<file path="config.mk">
export PLATFORM = sky130hd
export DESIGN_NAME = ram_port_arbiter
export DESIGN_NICKNAME = d
export VERILOG_FILES = /design/src/rtl/k_and_s_pkg.sv /design/src/rtl/arb_rr_picker.sv /design/src/rtl/ram_port_arbiter.sv
export SDC_FILE = /design/constraint.sdc
export NUM_CORES = 1
export LEC_CHECK = 0
export ABC_CLOCK_PERIOD_IN_PS = 1600
export BUFFER_PORTS_ARGS = -buffer_cell sky130_fd_sc_hd__clkbuf_2
export CORE_MARGIN = 2
export CORE_UTILIZATION = 37
export CTS_CLUSTER_DIAMETER = 120
export CTS_CLUSTER_SIZE = 14
export DETAILED_ROUTE_END_ITERATION = 8
export PLACE_DENSITY = 0.73
export SLEW_MARGIN = 0
export SYNTH_ARGS = -nofsm -noshare
export SYNTH_HDL_FRONTEND = slang
export SYNTH_HIERARCHICAL = 1
export SYNTH_SLANG_ARGS = --single-unit
</file>
<file path="constraint.sdc">
create_clock -name clk -period 1.6 [get_ports clk]
set_input_delay 0.08 -clock clk [delete_from_list [all_inputs] [get_ports clk]]
set_output_delay 0.08 -clock clk [all_outputs]
set_load 0.01 [all_outputs]
</file>
<file path="src/rtl/k_and_s_pkg.sv">
`default_nettype none
// +--------------------------------------------------------------------------+
// | Module   : k_and_s_pkg                                                   |
// | Purpose  : Shared types for the K&S RAM port arbiter: arbiter FSM state,  |
// |            requester identity and the largest supported read latency.   |
// | Ports    : none (package)                                                |
// | Revision : 1.0 - initial release                                         |
// +--------------------------------------------------------------------------+
package k_and_s_pkg;

  typedef enum logic {
    ARB_IDLE    = 1'b0,
    ARB_RD_WAIT = 1'b1
  } arb_state_t;

  typedef enum logic {
    PORT_C = 1'b0,
    PORT_L = 1'b1
  } arb_port_t;

  localparam int RD_LAT_MAX = 4;

endpackage
`default_nettype wire

</file>
<file path="src/rtl/arb_rr_picker.sv">
`default_nettype none
// +--------------------------------------------------------------------------+
// | Module   : arb_rr_picker                                                 |
// | Purpose  : Combinational winner select between the core (C) and the      |
// |            loader (L). A tie goes to C under fixed priority, otherwise   |
// |            to the port that did not win last time.                       |
// | Ports    : ec          in  effective core request (already halt-masked)  |
// |            ldr_req     in  loader request                                |
// |            last_winner in  port granted most recently                    |
// |            valid       out at least one request present                  |
// |            winner      out selected port (meaningful when valid)         |
// | Revision : 1.0 - initial release                                         |
// +--------------------------------------------------------------------------+
module arb_rr_picker
  import k_and_s_pkg::*;
#(
  parameter int CORE_PRIO = 0
) (
  input  logic      ec,
  input  logic      ldr_req,
  input  arb_port_t last_winner,
  output logic      valid,
  output arb_port_t winner
);

  always_comb begin
    valid  = ec | ldr_req;
    winner = PORT_C;
    if (ec && ldr_req) begin
      // Round-robin tie: hand the RAM to whoever did not have it last.
      if ((CORE_PRIO == 0) && (last_winner == PORT_C)) begin
        winner = PORT_L;
      end
    end else if (ldr_req) begin
      winner = PORT_L;
    end
  end

endmodule
`default_nettype wire

</file>
<file path="src/rtl/ram_port_arbiter.sv">
`default_nettype none
// +--------------------------------------------------------------------------+
// | Module   : ram_port_arbiter                                              |
// | Purpose  : Shares the single-port K&S RAM between the core (port C) and  |
// |            the loader/debug port (port L). Writes complete in the grant  |
// |            cycle; reads hold the RAM for RD_LAT cycles and return data   |
// |            with a one-cycle rvalid pulse.                                |
// | Ports    : clk, rst_n (sync, active-low)                                 |
// |            core_halt                     masks core_req while high       |
// |            core_req/we/addr/wdata  in    port C request                  |
// |            core_gnt/rvalid/rdata   out   port C response                 |
// |            ldr_*                         same set for port L             |
// |            ram_addr/wdata/write_enable out, ram_rdata in : RAM macro     |
// | Revision : 1.0 - initial release                                         |
// +--------------------------------------------------------------------------+
module ram_port_arbiter
  import k_and_s_pkg::*;
#(
  parameter int ADDR_W    = 8,
  parameter int DATA_W    = 16,
  parameter int RD_LAT    = 1,
  parameter int CORE_PRIO = 0
) (
  input  logic              clk,
  input  logic              rst_n,
  input  logic              core_halt,
  input  logic              core_req,
  input  logic              core_we,
  input  logic [ADDR_W-1:0] core_addr,
  input  logic [DATA_W-1:0] core_wdata,
  output logic              core_gnt,
  output logic              core_rvalid,
  output logic [DATA_W-1:0] core_rdata,
  input  logic              ldr_req,
  input  logic              ldr_we,
  input  logic [ADDR_W-1:0] ldr_addr,
  input  logic [DATA_W-1:0] ldr_wdata,
  output logic              ldr_gnt,
  output logic              ldr_rvalid,
  output logic [DATA_W-1:0] ldr_rdata,
  output logic [ADDR_W-1:0] ram_addr,
  output logic [DATA_W-1:0] ram_wdata,
  output logic              ram_write_enable,
  input  logic [DATA_W-1:0] ram_rdata
);

  // Counter load value: rvalid fires once the counter has run down to zero.
  localparam logic [1:0] LAT_INIT = 2'(RD_LAT - 1);

  arb_state_t        state_q, state_d;
  logic [1:0]        lat_cnt_q, lat_cnt_d;
  arb_port_t         last_winner_q, last_winner_d;
  arb_port_t         owner_q, owner_d;
  logic [ADDR_W-1:0] rd_addr_q, rd_addr_d;
  logic [DATA_W-1:0] core_rdata_q, core_rdata_d;
  logic [DATA_W-1:0] ldr_rdata_q, ldr_rdata_d;

  logic              ec;
  logic              pick_valid;
  arb_port_t         pick_winner;
  logic              win_we;
  logic [ADDR_W-1:0] win_addr;
  logic [DATA_W-1:0] win_wdata;

  assign ec = core_req & ~core_halt;

  arb_rr_picker #(
    .CORE_PRIO (CORE_PRIO)
  ) u_picker (
    .ec          (ec),
    .ldr_req     (ldr_req),
    .last_winner (last_winner_q),
    .valid       (pick_valid),
    .winner      (pick_winner)
  );

  always_comb begin
    win_we    = (pick_winner == PORT_L) ? ldr_we    : core_we;
    win_addr  = (pick_winner == PORT_L) ? ldr_addr  : core_addr;
    win_wdata = (pick_winner == PORT_L) ? ldr_wdata : core_wdata;
  end

  always_comb begin
    state_d          = state_q;
    lat_cnt_d        = lat_cnt_q;
    last_winner_d    = last_winner_q;
    owner_d          = owner_q;
    rd_addr_d        = rd_addr_q;
    core_rdata_d     = core_rdata_q;
    ldr_rdata_d      = ldr_rdata_q;
    core_gnt         = 1'b0;
    ldr_gnt          = 1'b0;
    core_rvalid      = 1'b0;
    ldr_rvalid       = 1'b0;
    core_rdata       = core_rdata_q;
    ldr_rdata        = ldr_rdata_q;
    ram_addr         = '0;
    ram_wdata        = '0;
    ram_write_enable = 1'b0;

    unique case (state_q)
      ARB_IDLE: begin
        if (pick_valid) begin
          core_gnt      = (pick_winner == PORT_C);
          ldr_gnt       = (pick_winner == PORT_L);
          ram_addr      = win_addr;
          last_winner_d = pick_winner;
          if (win_we) begin
            ram_wdata        = win_wdata;
            ram_write_enable = 1'b1;
          end else begin
            owner_d   = pick_winner;
            rd_addr_d = win_addr;
            lat_cnt_d = LAT_INIT;
            state_d   = ARB_RD_WAIT;
          end
        end
      end
      ARB_RD_WAIT: begin
        // Keep the address stable for the whole synchronous read.
        ram_addr = rd_addr_q;
        if (lat_cnt_q != 2'd0) begin
          lat_cnt_d = lat_cnt_q - 2'd1;
        end else begin
          // Data is forwarded in the rvalid cycle and captured for holding.
          if (owner_q == PORT_L) begin
            ldr_rvalid  = 1'b1;
            ldr_rdata   = ram_rdata;
            ldr_rdata_d = ram_rdata;
          end else begin
            core_rvalid  = 1'b1;
            core_rdata   = ram_rdata;
            core_rdata_d = ram_rdata;
          end
          state_d = ARB_IDLE;
        end
      end
    endcase

    // While reset is asserted nothing may reach the RAM or the requesters;
    // an in-flight read is dropped silently.
    if (!rst_n) begin
      core_gnt         = 1'b0;
      ldr_gnt          = 1'b0;
      core_rvalid      = 1'b0;
      ldr_rvalid       = 1'b0;
      core_rdata       = core_rdata_q;
      ldr_rdata        = ldr_rdata_q;
      ram_addr         = '0;
      ram_wdata        = '0;
      ram_write_enable = 1'b0;
    end
  end

  always_ff @(posedge clk) begin
    if (!rst_n) begin
      state_q       <= ARB_IDLE;
      lat_cnt_q     <= 2'd0;
      last_winner_q <= PORT_L;
      owner_q       <= PORT_C;
      rd_addr_q     <= '0;
      core_rdata_q  <= '0;
      ldr_rdata_q   <= '0;
    end else begin
      state_q       <= state_d;
      lat_cnt_q     <= lat_cnt_d;
      last_winner_q <= last_winner_d;
      owner_q       <= owner_d;
      rd_addr_q     <= rd_addr_d;
      core_rdata_q  <= core_rdata_d;
      ldr_rdata_q   <= ldr_rdata_d;
    end
  end

endmodule
`default_nettype wire

</file>
==> reports/results.tsv <==
metric	value	unit
syn-instance-count	309	
total_power	0.00277	W
route.detailed.drc	0	
worst_setup_path_end_kind	primary output	
leakagePower	1.98	nW
peakVddDrop	359	uV
outcome	finished with violations	
synth-seq-cells	45	
drv_cap	0	
period_needed	1.80	ns
root_buffer	clkbuf_8	
antenna_found_initial	0	
placed_area	0.00349	mm2
wl	8050	um
clk_path_buf_depth	2	
grt.total_usage	18.7	%
yosys.area.top_type_share	33.6	%
slew_viol_final	0	
fin_crit_sh	112	%
slew_headroom	74.6	%
dr.pass1.iters	4	
ys_top_cells_by_count	75 x nand2_1, 45 x dfxtp_1, 42 x a21oi_1	
ys_types	32	
drive_above_1_share	57.4	%
timing.hold.ws	0.0352	ns
cp-start-kind	flop	
synthMuxAreaShare	25.7	%
critPathKind	reg2out	
synth_compound_gate_area_share	14.4	%
wl_per_cell	14.3	um
clk_latency	0.29	ns
synth_top_family_by_area	multiplexers	
core_area	0.00714	mm2
min_path_type	in2reg	
yosys.area_share.simple	18.7	%
layout.area.seq	907	um2
critical_path.max_fanout	8	
ys.flop_type	dfxtp_1	
synth_most_common_cell	nand2_1	
rsz0062_at_grt	true	
vias_per_cell	4.85	
io_pins	132	
synth_top_cell_by_area	dfxtp_1	
diodes	0	
fillCellCount	640	
fin_ws	-0.196	ns
die_h	89.2	um
failed_checks	negative setup slack	
dp_hpwl	4980	um
hold_viol	0	
fin_area	0.00433	mm2
rows	31	
ys_seq_area_share	33.6	%
syn_area_per_cell	8.68	um2
drtIter0Drc	108	
synth_xor_area_share	0	%
required	1.52	ns
fin_nets	534	
grt_max_degree	32	
cts.sinks	45	
power_density	638	mW/mm2
ys_async_sr_fraction	0	%
syn_area	0.00268	mm2
final-setup-viol-count	58	
ctsHoldBuffers	0	
die_area	0.00795	mm2
worstMarginPinSlew	0.382	ns
io_buffer_count	131	
syn-num-nets	381	
finClkSkew	0.00550	ns
globalplace.congestion	0.760	
multi_input_area	0.00190	mm2
numCtsBuffers	5	
die_width	89.2	um
fmax	0.557	GHz
start_util	37.6	%
grt_pass1_wl	11600	um
ant_nets	0	
cts_max_level	2	
synthAdderAreaFrac	0.466	%
synthTopCellsByArea	dfxtp_1 34%, nand2_1 10%, mux2_4 10%	
clk_pin_slew	0.08	ns
syn2layout_area_growth	61.6	%
grt_pass1_vias	2473	
vias	2719	
yosys_warnings	6	
gr-total-overflow	0	
cts_tree	yes	
arrival	1.72	ns
synth_edf_count	0	
place_ws	-0.132	ns
-- final cells by class --
class	count	area share, %
Clock buffer	6	1.91
Clock inverter	1	0.173
Inverter	7	0.664
Multi-Input combinational cell	232	43.7
Sequential cell	45	20.9
Tap cell	99	2.86
Timing Repair Buffer	171	29.7
-- path summary, 6_finish.rpt --
check | startpoint | endpoint | slack (ns) | cells past startpoint
worst max-delay path | last_winner_q | ram_wdata[15] | -0.20 | 6
worst min-delay path | ram_rdata[15] | core_rdata_q[15] | 0.04 | 3
worst max register to register | last_winner_q | rd_addr_q[4] | 0.04 | 6
worst min register to register | ldr_rdata_q[2] | ldr_rdata_q[2] | 0.46 | 2
-- registers in the layout (all words and copies together), names as in the netlist --
| name | flops |
|---|---|
| rd_addr_q | 8 |
| lat_cnt_q | 2 |
| state_q | 1 |
| owner_q | 1 |
| core_rdata_q | 16 |
| ldr_rdata_q | 16 |
| last_winner_q | 1 |
-- where the power goes --
part / internal, W / total, W / switching [W]
clock: 0.000342 / 0.000725 / 0.000383
combinational: 0.000448 / 0.000843 / 0.000395
sequential: 0.00117 / 0.00120 / 0.0000334
total: 0.00196 / 0.00277 / 0.000811
-- worst max-delay path, stage by stage, from the launching register on --
cell and delay, ns:
dfxtp_2 0.34, a21boi_4 0.24, mux2i_2 0.28, or2_4 0.22, buf_16 0.17, nor2_4 0.04
clkbuf_2 0.13
-- placed cells by master, fill, tap and decap left out, drive strengths merged --
master and n:
clkbuf 123, nand2 75, buf 52, dfxtp 45
a21oi 42, mux2 32, mux2i 26, nor2 18
a211oi 9, o21ai 9, inv 6, nand3 3
nor2b 2, bufbuf 2, nand3b 2, and2 2
or2 2, and3 2, nand4b 1, nand4 1
and3b 1, clkinv 1, nand2b 1, o22ai 1
o32ai 1, ha 1, clkinvlp 1, a21boi 1
-- cell families (layout without fill, tap and decap cells) --
kind of cell | count (synthesis) | in the layout
flip-flops | 45 | 45
AO/OA/AOI/OAI | 63 | 63
multiplexers | 58 | 58
AND/OR/NAND/NOR | 110 | 110
buffers and inverters | 32 | 185
adder cells (fa/ha/maj) | 1 | 1
-- layer usage --
| layer | track usage (%) | share of wire (%) | wire length (um) |
|---|---|---|---|
| met2 | 32.5 | 53 | 4280 |
| met1 | 23.9 | 43 | 3420 |
| met5 | 0 | 0 | 0 |
| met3 | 3.51 | 4.1 | 327 |
| met4 | 4.34 | 0.21 | 17 |
-- what timing repair did --
item / CTS / global route
setup endpoints to repair: 91 / 67
pin swaps: 9 / 4
cloned: 5 / 1
resized for setup: 59 / 59
buffers inserted: 16 / 5
-- through the flow --
step | setup TNS, ns | std cells | utilization [%]
3_5_place_dp | -2.42 | 527 | 48.9
4_1_cts | -5.71 | 555 | 57.0
5_1_grt | -10.56 | 561 | 60.7
3_3_place_gp | -0.244 | 527 | 48.9
6_report | -7.69 | 561 | 60.7
2_1_floorplan | 0 | 309 | -
(Power assumes the default switching activity.)
